`config.mk`:
```
export PLATFORM = sky130hd
export DESIGN_NAME = uart_rx_ctrl
export DESIGN_NICKNAME = d
export VERILOG_FILES = /design/src/rtl/uart_rx_ctrl.sv
export SDC_FILE = /design/constraint.sdc
export NUM_CORES = 1
export LEC_CHECK = 0
export ABC_CLOCK_PERIOD_IN_PS = 2400
export CAP_MARGIN = 30
export CELL_PAD_IN_SITES_DETAIL_PLACEMENT = 0
export CELL_PAD_IN_SITES_GLOBAL_PLACEMENT = 1
export CORE_MARGIN = 5
export CORE_UTILIZATION = 41
export DETAILED_ROUTE_END_ITERATION = 6
export PLACE_DENSITY_LB_ADDON = 0.1
export SYNTH_ARGS = -nofsm -noshare
export SYNTH_HDL_FRONTEND = slang
export SYNTH_SLANG_ARGS = --single-unit
```
`constraint.sdc`:
```
create_clock -name clk -period 2.4 [get_ports clk]
set_input_delay 0.36 -clock clk [delete_from_list [all_inputs] [get_ports clk]]
set_output_delay 0.36 -clock clk [all_outputs]
set_load 0.005 [all_outputs]
```
`src/rtl/uart_rx_ctrl.sv`:
```
// UART receive sequencer: validates the start bit, centres data samples on the
// oversampled line, and drives shift/load strobes with parity, framing and overrun status.
module uart_rx_ctrl #(
   parameter int WIDTH      = 8,
   parameter int OSR        = 16,
   parameter int PARITY_EN  = 1,
   parameter int PARITY_ODD = 0
) (
   input  logic clk,
   input  logic rst_n,
   input  logic baud_tick,
   input  logic rx,
   output logic shift_en,
   output logic rx_bit,
   output logic d_load,
   output logic d_ready,
   input  logic d_ack,
   output logic p_error,
   output logic f_error,
   output logic overrun,
   output logic busy
);

   localparam int SC_W = $clog2(OSR);
   localparam int BC_W = $clog2(WIDTH);
   localparam logic [SC_W-1:0] SC_MID  = SC_W'(OSR / 2 - 1);
   localparam logic [SC_W-1:0] SC_LAST = SC_W'(OSR - 1);
   localparam logic [BC_W-1:0] BC_LAST = BC_W'(WIDTH - 1);

   typedef enum logic [2:0] {
      S_IDLE,
      S_START,
      S_DATA,
      S_PARITY,
      S_STOP
   } state_t;

   state_t          state, state_nx;
   logic [SC_W-1:0] sample_cnt, sample_cnt_nx;
   logic [BC_W-1:0] bit_cnt, bit_cnt_nx;
   logic            parity_acc, parity_acc_nx;
   logic            armed, armed_nx;
   logic            perr_frame, perr_frame_nx;
   logic            frame_done;
   logic            shift_en_nx, rx_bit_nx, d_load_nx, overrun_nx;
   logic            d_ready_nx, p_error_nx, f_error_nx;

   function automatic logic parity_fail(input logic acc, input logic pbit);
      return (acc ^ pbit) != (PARITY_ODD != 0);
   endfunction

   always_ff @(posedge clk or negedge rst_n) begin
      if (!rst_n) begin
         state      <= S_IDLE;
         sample_cnt <= '0;
         bit_cnt    <= '0;
         parity_acc <= 1'b0;
         armed      <= 1'b0;
         perr_frame <= 1'b0;
         shift_en   <= 1'b0;
         rx_bit     <= 1'b0;
         d_load     <= 1'b0;
         d_ready    <= 1'b0;
         p_error    <= 1'b0;
         f_error    <= 1'b0;
         overrun    <= 1'b0;
      end else begin
         state      <= state_nx;
         sample_cnt <= sample_cnt_nx;
         bit_cnt    <= bit_cnt_nx;
         parity_acc <= parity_acc_nx;
         armed      <= armed_nx;
         perr_frame <= perr_frame_nx;
         shift_en   <= shift_en_nx;
         rx_bit     <= rx_bit_nx;
         d_load     <= d_load_nx;
         d_ready    <= d_ready_nx;
         p_error    <= p_error_nx;
         f_error    <= f_error_nx;
         overrun    <= overrun_nx;
      end
   end

   always_comb begin
      state_nx      = state;
      sample_cnt_nx = sample_cnt;
      bit_cnt_nx    = bit_cnt;
      parity_acc_nx = parity_acc;
      armed_nx      = armed;
      perr_frame_nx = perr_frame;
      frame_done    = 1'b0;
      shift_en_nx   = 1'b0;
      rx_bit_nx     = rx_bit;
      d_load_nx     = 1'b0;
      overrun_nx    = 1'b0;
      d_ready_nx    = d_ready;
      p_error_nx    = p_error;
      f_error_nx    = f_error;

      if (baud_tick) begin
         case (state)
            S_IDLE: begin
               // A falling edge only counts once the line has been seen high.
               if (rx) begin
                  armed_nx = 1'b1;
               end else if (armed) begin
                  state_nx      = S_START;
                  sample_cnt_nx = '0;
               end
            end
            S_START: begin
               if (sample_cnt == SC_MID) begin
                  if (!rx) begin
                     state_nx      = S_DATA;
                     sample_cnt_nx = '0;
                     bit_cnt_nx    = '0;
                     parity_acc_nx = 1'b0;
                     perr_frame_nx = 1'b0;
                  end else begin
                     state_nx = S_IDLE;
                  end
               end else begin
                  sample_cnt_nx = sample_cnt + 1'b1;
               end
            end
            S_DATA: begin
               if (sample_cnt == SC_LAST) begin
                  shift_en_nx   = 1'b1;
                  rx_bit_nx     = rx;
                  sample_cnt_nx = '0;
                  parity_acc_nx = parity_acc ^ rx;
                  if (bit_cnt == BC_LAST) begin
                     state_nx = (PARITY_EN != 0) ? S_PARITY : S_STOP;
                  end else begin
                     bit_cnt_nx = bit_cnt + 1'b1;
                  end
               end else begin
                  sample_cnt_nx = sample_cnt + 1'b1;
               end
            end
            S_PARITY: begin
               if (sample_cnt == SC_LAST) begin
                  perr_frame_nx = parity_fail(parity_acc, rx);
                  sample_cnt_nx = '0;
                  state_nx      = S_STOP;
               end else begin
                  sample_cnt_nx = sample_cnt + 1'b1;
               end
            end
            S_STOP: begin
               if (sample_cnt == SC_LAST) begin
                  // A low stop bit disarms so a held break cannot retrigger.
                  frame_done    = 1'b1;
                  armed_nx      = rx;
                  sample_cnt_nx = '0;
                  state_nx      = S_IDLE;
               end else begin
                  sample_cnt_nx = sample_cnt + 1'b1;
               end
            end
            default: state_nx = S_IDLE;
         endcase
      end

      if (frame_done) begin
         if (!d_ready || d_ack) begin
            d_load_nx  = 1'b1;
            d_ready_nx = 1'b1;
            p_error_nx = (PARITY_EN != 0) && perr_frame;
            f_error_nx = !rx;
         end else begin
            overrun_nx = 1'b1;
         end
      end else if (d_ack && d_ready) begin
         d_ready_nx = 1'b0;
         p_error_nx = 1'b0;
         f_error_nx = 1'b0;
      end
   end

   assign busy = (state != S_IDLE);

endmodule
```
# After elaboration in Yosys (flattened, before gate mapping)
# Cells that the tools add are included.
[op_classes]
n_addsub = 2
eq_ne = 19
muxes = 44
n_bitwise = 1
n_reduce_logical = 20
[ops]
columns = ["op", "n"]
rows = [
  ["$mux 3", 11],
  ["$mux 1", 21],
  ["$mux 4", 5],
  ["$ne 2x2->1 const B", 10],
  ["$pmux 3 s5", 1],
  ["$reduce_and 5->1", 3],
  ["$pmux 4 s3", 1],
  ["$reduce_and 8->1", 1],
  ["$reduce_bool 2->1", 4],
  ["$eq 3x2->1 const B", 2],
  ["$eq 3x3->1 const B", 2],
  ["$pmux 1 s2", 3],
  ["$pmux 3 s2", 1],
  ["$reduce_and 6->1", 1],
  ["$reduce_bool 3->1", 2],
  ["$add 4x1->4 const B", 1],
  ["$eq 4x3->1 const B", 1],
  ["$eq 4x4->1 const B", 1],
  ["$reduce_and 4->1", 1],
  ["$add 3x1->3 const B", 1],
  ["$eq 3x1->1 const B", 1],
  ["$logic_not 3->1", 1],
  ["$ne 3x3->1 const B", 1],
  ["$reduce_and 3->1", 1],
  ["8 further kinds", 9],
]
[totals]
reg_bits = 20
in_bits = 5
output_inout_bits = 8
elab_cells = 99

# Longest topological paths before layout
# Gate-level depths: netlist of the first run.
[depth]
depth_word = 6
mapped_depth = 6
ltp_nobuf = 6

# Worst setup path before layout of the first run
# OpenSTA, ideal clock, no wires.
[synth_timing]
path_kind = "register -> register"
start = "register state[1]"
end = "register state[1]"
setup_time_ns = 0.125
t_arrival_ns = 1.686
t_required_ns = 2.275
slack_ns = 0.589
stages_incl_launch_ff = 7
n_path_buf = 1
synth_period_minus_slack_ns = 1.811
path_cell_list = "dfrtp_1 > buf_6 > or3_4 > and2_4 > o21a_4 > nor3b_4 > mux2_4"
[synth_via]
elab_chain_len = 3
elab_cells_between_ends = 14
classes_between = "eq/ne (11); mux (1); reduce/logical (2)"
[synth_lines]
columns = ["element", "line_no", "rtl"]
rows = [
  ["from (decl)", "38", "state_t state, state_nx;"],
  ["from (signal assigned)", "68", "state <= state_nx;"],
  ["$eq 3x2->1 (tied with other cells)", "101", "case (state)"],
  ["$ne 2x2->1 (no line)", "--", ""],
  ["$reduce_and 8->1 (no line)", "--", ""],
]
# Several ways; a longest one is shown, not always the timed one.
# A chain may end at the register's enable or synchronous reset.

# Worst setup path after layout of the first run
[layout_timing]
start = "register state[1]"
end = "output busy"
[layout_via]
elab_chain_len = 1
[layout_lines]
columns = ["element", "line_no", "rtl"]
rows = [
  ["$reduce_bool 3->1", "181", "assign busy = (state != S_IDLE);"],
  ["to (decl)", "21", "output logic busy"],
]
# Every way passes these cells.

==> results of run 1 <==
logic make-up (layout without fill, tap and decap cells):
kind of cell	after synthesis	count (layout)	synth area share, %
flip-flops	20	20	45.51
XOR/XNOR	1	1	0.7965
multiplexers	8	8	7.963
buffers and inverters	13	28	5.233
AND/OR/NAND/NOR	46	46	22.18
adder cells (fa/ha/maj)	3	3	3.413
AO/OA/AOI/OAI	26	26	14.90
sequential cells by signal, indices dropped and copies added, names as in the netlist:
signal,flops
perr_frame,1
state,3
shift_en,1
sample_cnt,4
armed,1
d_load,1
overrun,1
bit_cnt,3
p_error,1
rx_bit,1
parity_acc,1
f_error,1
d_ready,1
per-layer routing:
layer | wire length (um) | vias to the layer above
li1 | - | 435
met1 | 1003 | 409
met2 | 983 | 15
met3 | 99 | 2
met4 | 19 | 0
met5 | 0 | -
power groups by stage:
| stage | clock network, mW | logic, mW | registers, mW |
|---|---|---|---|
| floorplan | 0 | 0.416 | 0.471 |
| global placement | 0 | 0.482 | 0.510 |
| detailed placement | 0 | 0.487 | 0.513 |
| CTS | 0.205 | 0.492 | 0.505 |
| global route | 0.219 | 0.550 | 0.524 |
| finish | 0.193 | 0.485 | 0.507 |
metrics by stage:
step / power, mW / area (sq um) / hold slack [ns]
detailed placement: 0.9995 / 1252 / 0.4939
floorplan: 0.8873 / 1100 / 0.06441
finish: 1.185 / 1289 / 0.3728
global placement: 0.9920 / 1252 / 0.4873
CTS: 1.202 / 1289 / 0.3792
global route: 1.293 / 1289 / 0.3916
cells in the final DEF, fill, tap and decap left out, drive strengths merged, types with 3 or more instances in the layout:
cell and count:
mux2i 5, inv 10, nand3 9, clkbuf 4, nor2 11, a21oi 8, mux2 3, nand2 11
nor2b 3, o21ai 9, ha 3, clkdlybuf4s50 12, dfrtp 20
how the worst min path moves through the flow:
stage / from / endpoint / slack (ns) / cells past startpoint
6_report: rst_n / sample_cnt[2] / 0.37 / 2
5_1_grt: rst_n / sample_cnt[1] / 0.39 / 2
4_1_cts: rst_n / sample_cnt[1] / 0.38 / 2
3_5_place_dp: f_error / f_error / 0.49 / 1
3_3_place_gp: f_error / f_error / 0.49 / 1
2_1_floorplan: rst_n / armed / 0.06 / 0
area by class of cell:
type,instances,area [sq um]
clock buffers,4,36.28
fillers,245,1234
inverters,10,37.54
multi-input cells,84,541.8
flip-flops and latches,20,500.5
well taps,30,37.54
repair buffers,14,135.1
synth_stat cells, types with 2 or more instances:
library cell and count:
sky130_fd_sc_hd__o21ai_0 9, sky130_fd_sc_hd__a21oi_1 8, sky130_fd_sc_hd__and3_1 2, sky130_fd_sc_hd__dfrtp_1 20, sky130_fd_sc_hd__nor2b_1 3, sky130_fd_sc_hd__mux2i_1 5, sky130_fd_sc_hd__nand3_1 9, sky130_fd_sc_hd__nand2b_1 2
sky130_fd_sc_hd__nor2_1 11, sky130_fd_sc_hd__mux2_2 2, sky130_fd_sc_hd__ha_1 3, sky130_fd_sc_hd__nand2_1 11, sky130_fd_sc_hd__inv_1 10
==> impl_table.tex, run 1 <==
\begin{tabular}{lr}
\hline
Metric & Value \\
\hline
\multicolumn{2}{l}{\textbf{Outcome}} \\
Run status & complete, no violations \\
\multicolumn{2}{l}{\textbf{Clock network}} \\
CTS root buf & sky130\_fd\_sc\_hd\_\_clkbuf\_4 \\
Post-CTS setup repair buffer count & 0 \\
Clk slew on worst S/H paths & 0.12 ns \\
Clock Sink Count & 20 \\
Count of instances resized after the clock tree is built & 0 \\
Number of hold-repair buffers added at the cts stage & 0 \\
Htree depth & 1 \\
Maximum root-to-sink buffer count & 2 \\
Clock buffer count from CTS & 3 \\
CTS tree & yes \\
Latest clock arrival within the worst-skew pair & 0.30 ns \\
\multicolumn{2}{l}{\textbf{STA}} \\
Final Max Tran Viols & 0 \\
Final cycle utilization of the critical path & 83.67\% \\
Setup TNS & 0 ns \\
Slew at the pin with the worst max-slew slack & 0.4478 ns \\
Setup repair after global routing missed its margin & false \\
Timing-limited maximum frequency & 498.0 MHz \\
Final worst-path setup slack & 0.3920 ns \\
Max\_slew headroom & 69.92\% \\
Tmin final & 2.008 ns \\
Final-report setup violation count & 0 \\
Hold Violations, Final & 0 \\
Fin Clk Skew & 0.01073 ns \\
\multicolumn{2}{l}{\textbf{Die}} \\
Initial core utilization & 43.60\% \\
\# IOs & 13 \\
Rows & 18 \\
Core region area & 0.002522 sq mm \\
Area of the die & 0.003818 sq mm \\
Die Width & 61.79 um \\
Die height & 61.79 um \\
\multicolumn{2}{l}{\textbf{GRT}} \\
GR Util met1 & 15.88\% \\
Tot GR Track Use & 12.22\% \\
Wire length of the first global-routing pass & 3484 um \\
Antenna violations before repair & 0 \\
Number of global-route vias before repair & 793 \\
Most heavily used metal layer in global routing & met2 \\
Met3 track utilization from global routing & 3.719\% \\
Largest net degree at the start of global routing & 21 \\
Met2 capacity usage during global routing & 20.03\% \\
Remaining global-route overflow & 0 \\
\multicolumn{2}{l}{\textbf{Placement}} \\
Worst setup timing slack at the placement stage & 0.4259 ns \\
Buffers on Ports & 12 \\
Number of instances in the placed design & 158 \\
Routability Congestion & 0.7590 \\
Placed wire-length estimate after detailed placement & 1597 um \\
\multicolumn{2}{l}{\textbf{Pwr}} \\
Internal power & 0.7402 mW \\
Total power divided by cell area & 919.7 mW/mm\^{}2 \\
Maximum vdd ir drop & 0.6851 mV \\
Share of total power in the clock network & 16.3\% \\
Switching power & 0.4451 mW \\
Combinational share of power & 40.9\% \\
Register share of total power & 42.8\% \\
Switching part of the total & 37.55\% \\
Leakage dissipation & 0.5937 nW \\
\multicolumn{2}{l}{\textbf{Cells and area}} \\
Net count of the finished layout & 141 \\
Area Growth Syn to Fin & 17.18\% \\
Proportion of layout cells with a drive suffix above 1 & 11.36\% \\
N\_diodes & 0 \\
Core utilization of the finished layout & 51.09\% \\
Cell Count, Final, Fillers Out & 162 \\
\multicolumn{2}{l}{\textbf{Logic synthesis}} \\
Yosys warnings & 0 \\
Number of enable-type register cells in the synthesized netlist & 0 \\
Area share of the largest cell type after synthesis & 45.51\% \\
Post-synthesis cell type with the largest combined area & sky130\_fd\_sc\_hd\_\_dfrtp\_1 \\
Seq cells post-synth & 20 \\
Top flip-flop cell by instance count after synthesis & sky130\_fd\_sc\_hd\_\_dfrtp\_1 \\
Post-synthesis instance area & 0.001100 sq mm \\
Share of synthesized area occupied by flip-flops and latches & 45.51\% \\
Number of library cell types mapped by synthesis & 35 \\
Synthesized area divided by synthesized cell count & 9.400 sq um \\
Largest cells by area after synthesis & sky130\_fd\_sc\_hd\_\_dfrtp\_1, sky130\_fd\_sc\_hd\_\_mux2i\_1, sky130\_fd\_sc\_hd\_\_nand3\_1 \\
Synthesized netlist cell count & 117 \\
Synthesized netlist net count & 125 \\
Post-synth ARST share & 100.0\% \\
\multicolumn{2}{l}{\textbf{Worst setup path}} \\
Reg-to-reg endpoint & state[1] \\
Worst R2R Setup Slack & 0.50 ns \\
Critical-path cell with the highest stage delay & sky130\_fd\_sc\_hd\_\_dfrtp\_1 \\
Worst Setup SP & state[1] \\
Crit path max-delay family & flip-flops \\
R2r startpoint & state[1] \\
Worst endpoint data arrival time & 1.65 ns \\
Number of cells on the worst reg-to-reg path & 5 \\
CP bufs+invs & 1 \\
Worst Path Required & 2.04 ns \\
Path type of the worst setup path & reg2out \\
Chain of cells forming the critical path & or3\_4 -> clkdlybuf4s50\_1 \\
Max Fanout on Critical Path & 10 \\
Setup crit end & busy \\
Crit start category & register \\
Critical path depth in cells & 2 \\
Kind of capture point of the worst setup path & output port \\
Highest cell delay on the worst timing path & 0.49 ns \\
\multicolumn{2}{l}{\textbf{Hold path}} \\
Type of the most critical hold path & in2async \\
\multicolumn{2}{l}{\textbf{Route}} \\
Pre-Repair DR Iteration Count & 4 \\
DRC violations left & 0 \\
Total wire length & 2104 um \\
Via density per instance & 5.315 \\
Count of vias placed by the detailed router & 861 \\
Post-route antenna net violation count & 0 \\
Wirelength per Cell & 12.99 um \\
DRT iter0 DRCs & 24 \\
\multicolumn{2}{l}{\textbf{Run}} \\
Max cap viols & 0 \\
\hline
\end{tabular}
(Power assumes the default switching activity.)
==> run 2, diff against run 1 <==
--- a/config.mk
+++ b/config.mk
@@ -5,7 +5,7 @@
 export SDC_FILE = /design/constraint.sdc
 export NUM_CORES = 1
 export LEC_CHECK = 0
-export ABC_CLOCK_PERIOD_IN_PS = 2400
+export ABC_CLOCK_PERIOD_IN_PS = 1900
 export CAP_MARGIN = 30
 export CELL_PAD_IN_SITES_DETAIL_PLACEMENT = 0
 export CELL_PAD_IN_SITES_GLOBAL_PLACEMENT = 1
==> constraint.sdc (replaced) <==
create_clock -name clk -period 1.9 [get_ports clk]
set_input_delay 0.285 -clock clk [delete_from_list [all_inputs] [get_ports clk]]
set_output_delay 0.285 -clock clk [all_outputs]
set_load 0.005 [all_outputs]
==> impl_table.tex, run 2 (synthesis gave the netlist of run 1 again) <==
\begin{tabular}{lr}
\hline
Metric & Value \\
\hline
\multicolumn{2}{l}{\textbf{Outcome}} \\
Run status & complete, no violations (unchanged) \\
\multicolumn{2}{l}{\textbf{Die}} \\
Core region area & 0.002522 sq mm (unchanged) \\
Rows & 18 (unchanged) \\
\# IOs & 13 (unchanged) \\
Die Width & 61.79 um (unchanged) \\
Initial core utilization & 43.60\% (unchanged) \\
Area of the die & 0.003818 sq mm (unchanged) \\
Die height & 61.79 um (unchanged) \\
\multicolumn{2}{l}{\textbf{STA}} \\
Tmin final & 1.837 ns \\
Final-report setup violation count & 0 (unchanged) \\
Hold Violations, Final & 0 (unchanged) \\
Timing-limited maximum frequency & 544.3 MHz \\
Setup TNS & 0 ns (unchanged) \\
Max\_slew headroom & 74.79\% (was 69.92\%) \\
Slew at the pin with the worst max-slew slack & 0.3761 ns (was 0.4478 ns) \\
Final Max Tran Viols & 0 (unchanged) \\
Final worst-path setup slack & 0.06276 ns (was 0.3920 ns) \\
Hold slack & 0.2953 ns (was 0.3728 ns) \\
Setup repair after global routing missed its margin & false (unchanged) \\
Fin Clk Skew & 0.007615 ns (was 0.01073 ns) \\
Final cycle utilization of the critical path & 96.70\% \\
\multicolumn{2}{l}{\textbf{Cells and area}} \\
Flip-flop count of the largest register, all copies and words added & 4 (unchanged) \\
Core utilization of the finished layout & 54.76\% (was 51.09\%) \\
Register with the highest flop count & sample\_cnt (unchanged) \\
Proportion of layout cells with a drive suffix above 1 & 18.44\% (was 11.36\%) \\
Most frequent cells in the layout & sky130\_fd\_sc\_hd\_\_dfrtp\_1, sky130\_fd\_sc\_hd\_\_clkdlybuf4s50\_1, sky130\_fd\_sc\_hd\_\_nor2\_1, sky130\_fd\_sc\_hd\_\_nand2\_1, sky130\_fd\_sc\_hd\_\_buf\_4 (was sky130\_fd\_sc\_hd\_\_dfrtp\_1, sky130\_fd\_sc\_hd\_\_clkdlybuf4s50\_1, sky130\_fd\_sc\_hd\_\_nor2\_1, sky130\_fd\_sc\_hd\_\_nand2\_1, sky130\_fd\_sc\_hd\_\_inv\_1) \\
Registers with the most flip-flops & sample\_cnt x4, bit\_cnt x3, state x3 (unchanged) \\
Leading cell type in the layout, fill and taps excluded & sky130\_fd\_sc\_hd\_\_dfrtp\_1 (unchanged) \\
Area Growth Syn to Fin & 25.60\% (was 17.18\%) \\
N\_diodes & 0 (unchanged) \\
Net count of the finished layout & 150 (was 141) \\
\multicolumn{2}{l}{\textbf{GRT}} \\
Number of global-route vias before repair & 839 (was 793) \\
Largest net degree at the start of global routing & 21 (unchanged) \\
Tot GR Track Use & 13.40\% (was 12.22\%) \\
Wire length of the first global-routing pass & 3712 um (was 3484 um) \\
Remaining global-route overflow & 0 (unchanged) \\
Antenna violations before repair & 0 (unchanged) \\
\multicolumn{2}{l}{\textbf{Worst setup path}} \\
Kind of capture point of the worst setup path & output port (unchanged) \\
Worst Path Required & 1.62 ns (was 2.04 ns) \\
Crit path max-delay family & buffers and inverters (was flip-flops) \\
CP bufs+invs & 1 (unchanged) \\
Chain of cells forming the critical path & or3\_4 -> clkdlybuf4s50\_1 (unchanged) \\
Critical-path cell with the highest stage delay & sky130\_fd\_sc\_hd\_\_clkdlybuf4s50\_1 (was sky130\_fd\_sc\_hd\_\_dfrtp\_1) \\
Worst Setup SP & state[1] (unchanged) \\
Max Fanout on Critical Path & 3 (was 10) \\
Path type of the worst setup path & reg2out (unchanged) \\
R2r startpoint & state[1] (unchanged) \\
Highest cell delay on the worst timing path & 0.46 ns (was 0.49 ns) \\
Crit start category & register (unchanged) \\
Worst endpoint data arrival time & 1.55 ns (was 1.65 ns) \\
\multicolumn{2}{l}{\textbf{Clock network}} \\
Clk slew on worst S/H paths & 0.13 ns (was 0.12 ns) \\
CTS tree & yes (unchanged) \\
Maximum root-to-sink buffer count & 2 (unchanged) \\
Clock Sink Count & 20 (unchanged) \\
CTS root buf & sky130\_fd\_sc\_hd\_\_clkbuf\_4 (unchanged) \\
Latest clock arrival within the worst-skew pair & 0.31 ns (was 0.30 ns) \\
Clock buffer count from CTS & 3 (unchanged) \\
Htree depth & 1 (unchanged) \\
\multicolumn{2}{l}{\textbf{Placement}} \\
Buffers on Ports & 12 (unchanged) \\
Routability Congestion & 0.8427 (was 0.7590) \\
Worst setup timing slack at the placement stage & 0.05256 ns (was 0.4259 ns) \\
Placed wire-length estimate after detailed placement & 1698 um (was 1597 um) \\
\multicolumn{2}{l}{\textbf{Route}} \\
Total wire length & 2214 um (was 2104 um) \\
Count of vias placed by the detailed router & 911 (was 861) \\
DRC violations left & 0 (unchanged) \\
DRT iter0 DRCs & 27 (was 24) \\
Via density per instance & 5.327 (was 5.315) \\
Pre-Repair DR Iteration Count & 4 (unchanged) \\
Wirelength per Cell & 12.95 um (was 12.99 um) \\
Post-route antenna net violation count & 0 (unchanged) \\
\multicolumn{2}{l}{\textbf{Hold path}} \\
Type of the most critical hold path & in2async (unchanged) \\
\multicolumn{2}{l}{\textbf{Pwr}} \\
Total power divided by cell area & 1242 mW/mm\^{}2 (was 919.7 mW/mm\^{}2) \\
Leakage dissipation & 0.6500 nW (was 0.5937 nW) \\
Power after layout & 1.716 mW (was 1.185 mW) \\
Maximum vdd ir drop & 0.8083 mV (was 0.6851 mV) \\
\multicolumn{2}{l}{\textbf{Run}} \\
Max cap viols & 0 (unchanged) \\
\hline
\end{tabular}
## run 2: layout make-up
type                            instances  area, sq um
Fill cell                             240         1141
Multi-Input combinational cell         84        549.3
Sequential cell                        20        501.7
Timing Repair Buffer                   23        202.7
Inverter                               10        37.54
Tap cell                               30        37.54
Clock inverter                          1        30.03
Clock buffer                            3        22.52
## run 2: final timing paths
| kind | endpoint | cells past startpoint | slack (ns) |
|---|---|---|---|
| setup / recovery | busy | 2 | 0.06 |
| hold / removal | d_ready | 2 | 0.30 |
| setup reg to reg | f_error | 7 | 0.14 |
| hold reg to reg | rx_bit | 1 | 0.52 |
| max in group asynchronous | state[1] | 2 | 1.38 |
| min in group clk | rx_bit | 1 | 0.52 |
## run 2: power by group
group          switching [mW]  total [mW]  internal (mW)
combinational           0.377       0.756          0.379
sequential             0.0822       0.603          0.521
clock                   0.144       0.357          0.213
total                   0.603        1.72           1.11
## run 2: metrics by stage
step,cells,instance area [sq um]
after global placement,166,1313
after CTS,171,1374
after floorplan,117,1100
after global routing,171,1381
after detailed placement,166,1313
final,171,1381
## run 2: worst reg2reg max path, stage by stage (launching register included)
cell and delay, ns:
sky130_fd_sc_hd__dfrtp_2 0.42, sky130_fd_sc_hd__buf_4 0.15, sky130_fd_sc_hd__buf_4 0.14, sky130_fd_sc_hd__nor2_1 0.24, sky130_fd_sc_hd__nand4_1 0.30, sky130_fd_sc_hd__inv_1 0.15, sky130_fd_sc_hd__o21ai_0 0.09, sky130_fd_sc_hd__a22o_1 0.19
## run 2: timing repair
action / CTS / global route
buffers inserted: 1 / 0
hold buffers: 0 / 0
endpoints found under the setup margin: 1 / 3
resized for setup: 1 / 1
## run 2: routing by layer
metal	track usage (%)	wire length [um]	part of all wire (%)	vias to the layer above
li1	-	-	-	463
met1	17.77	1054	48	432
met2	21.08	1033	47	14
met3	2.479	109	4.9	2
met4	6.364	17	0.77	0
met5	0	0	0	-
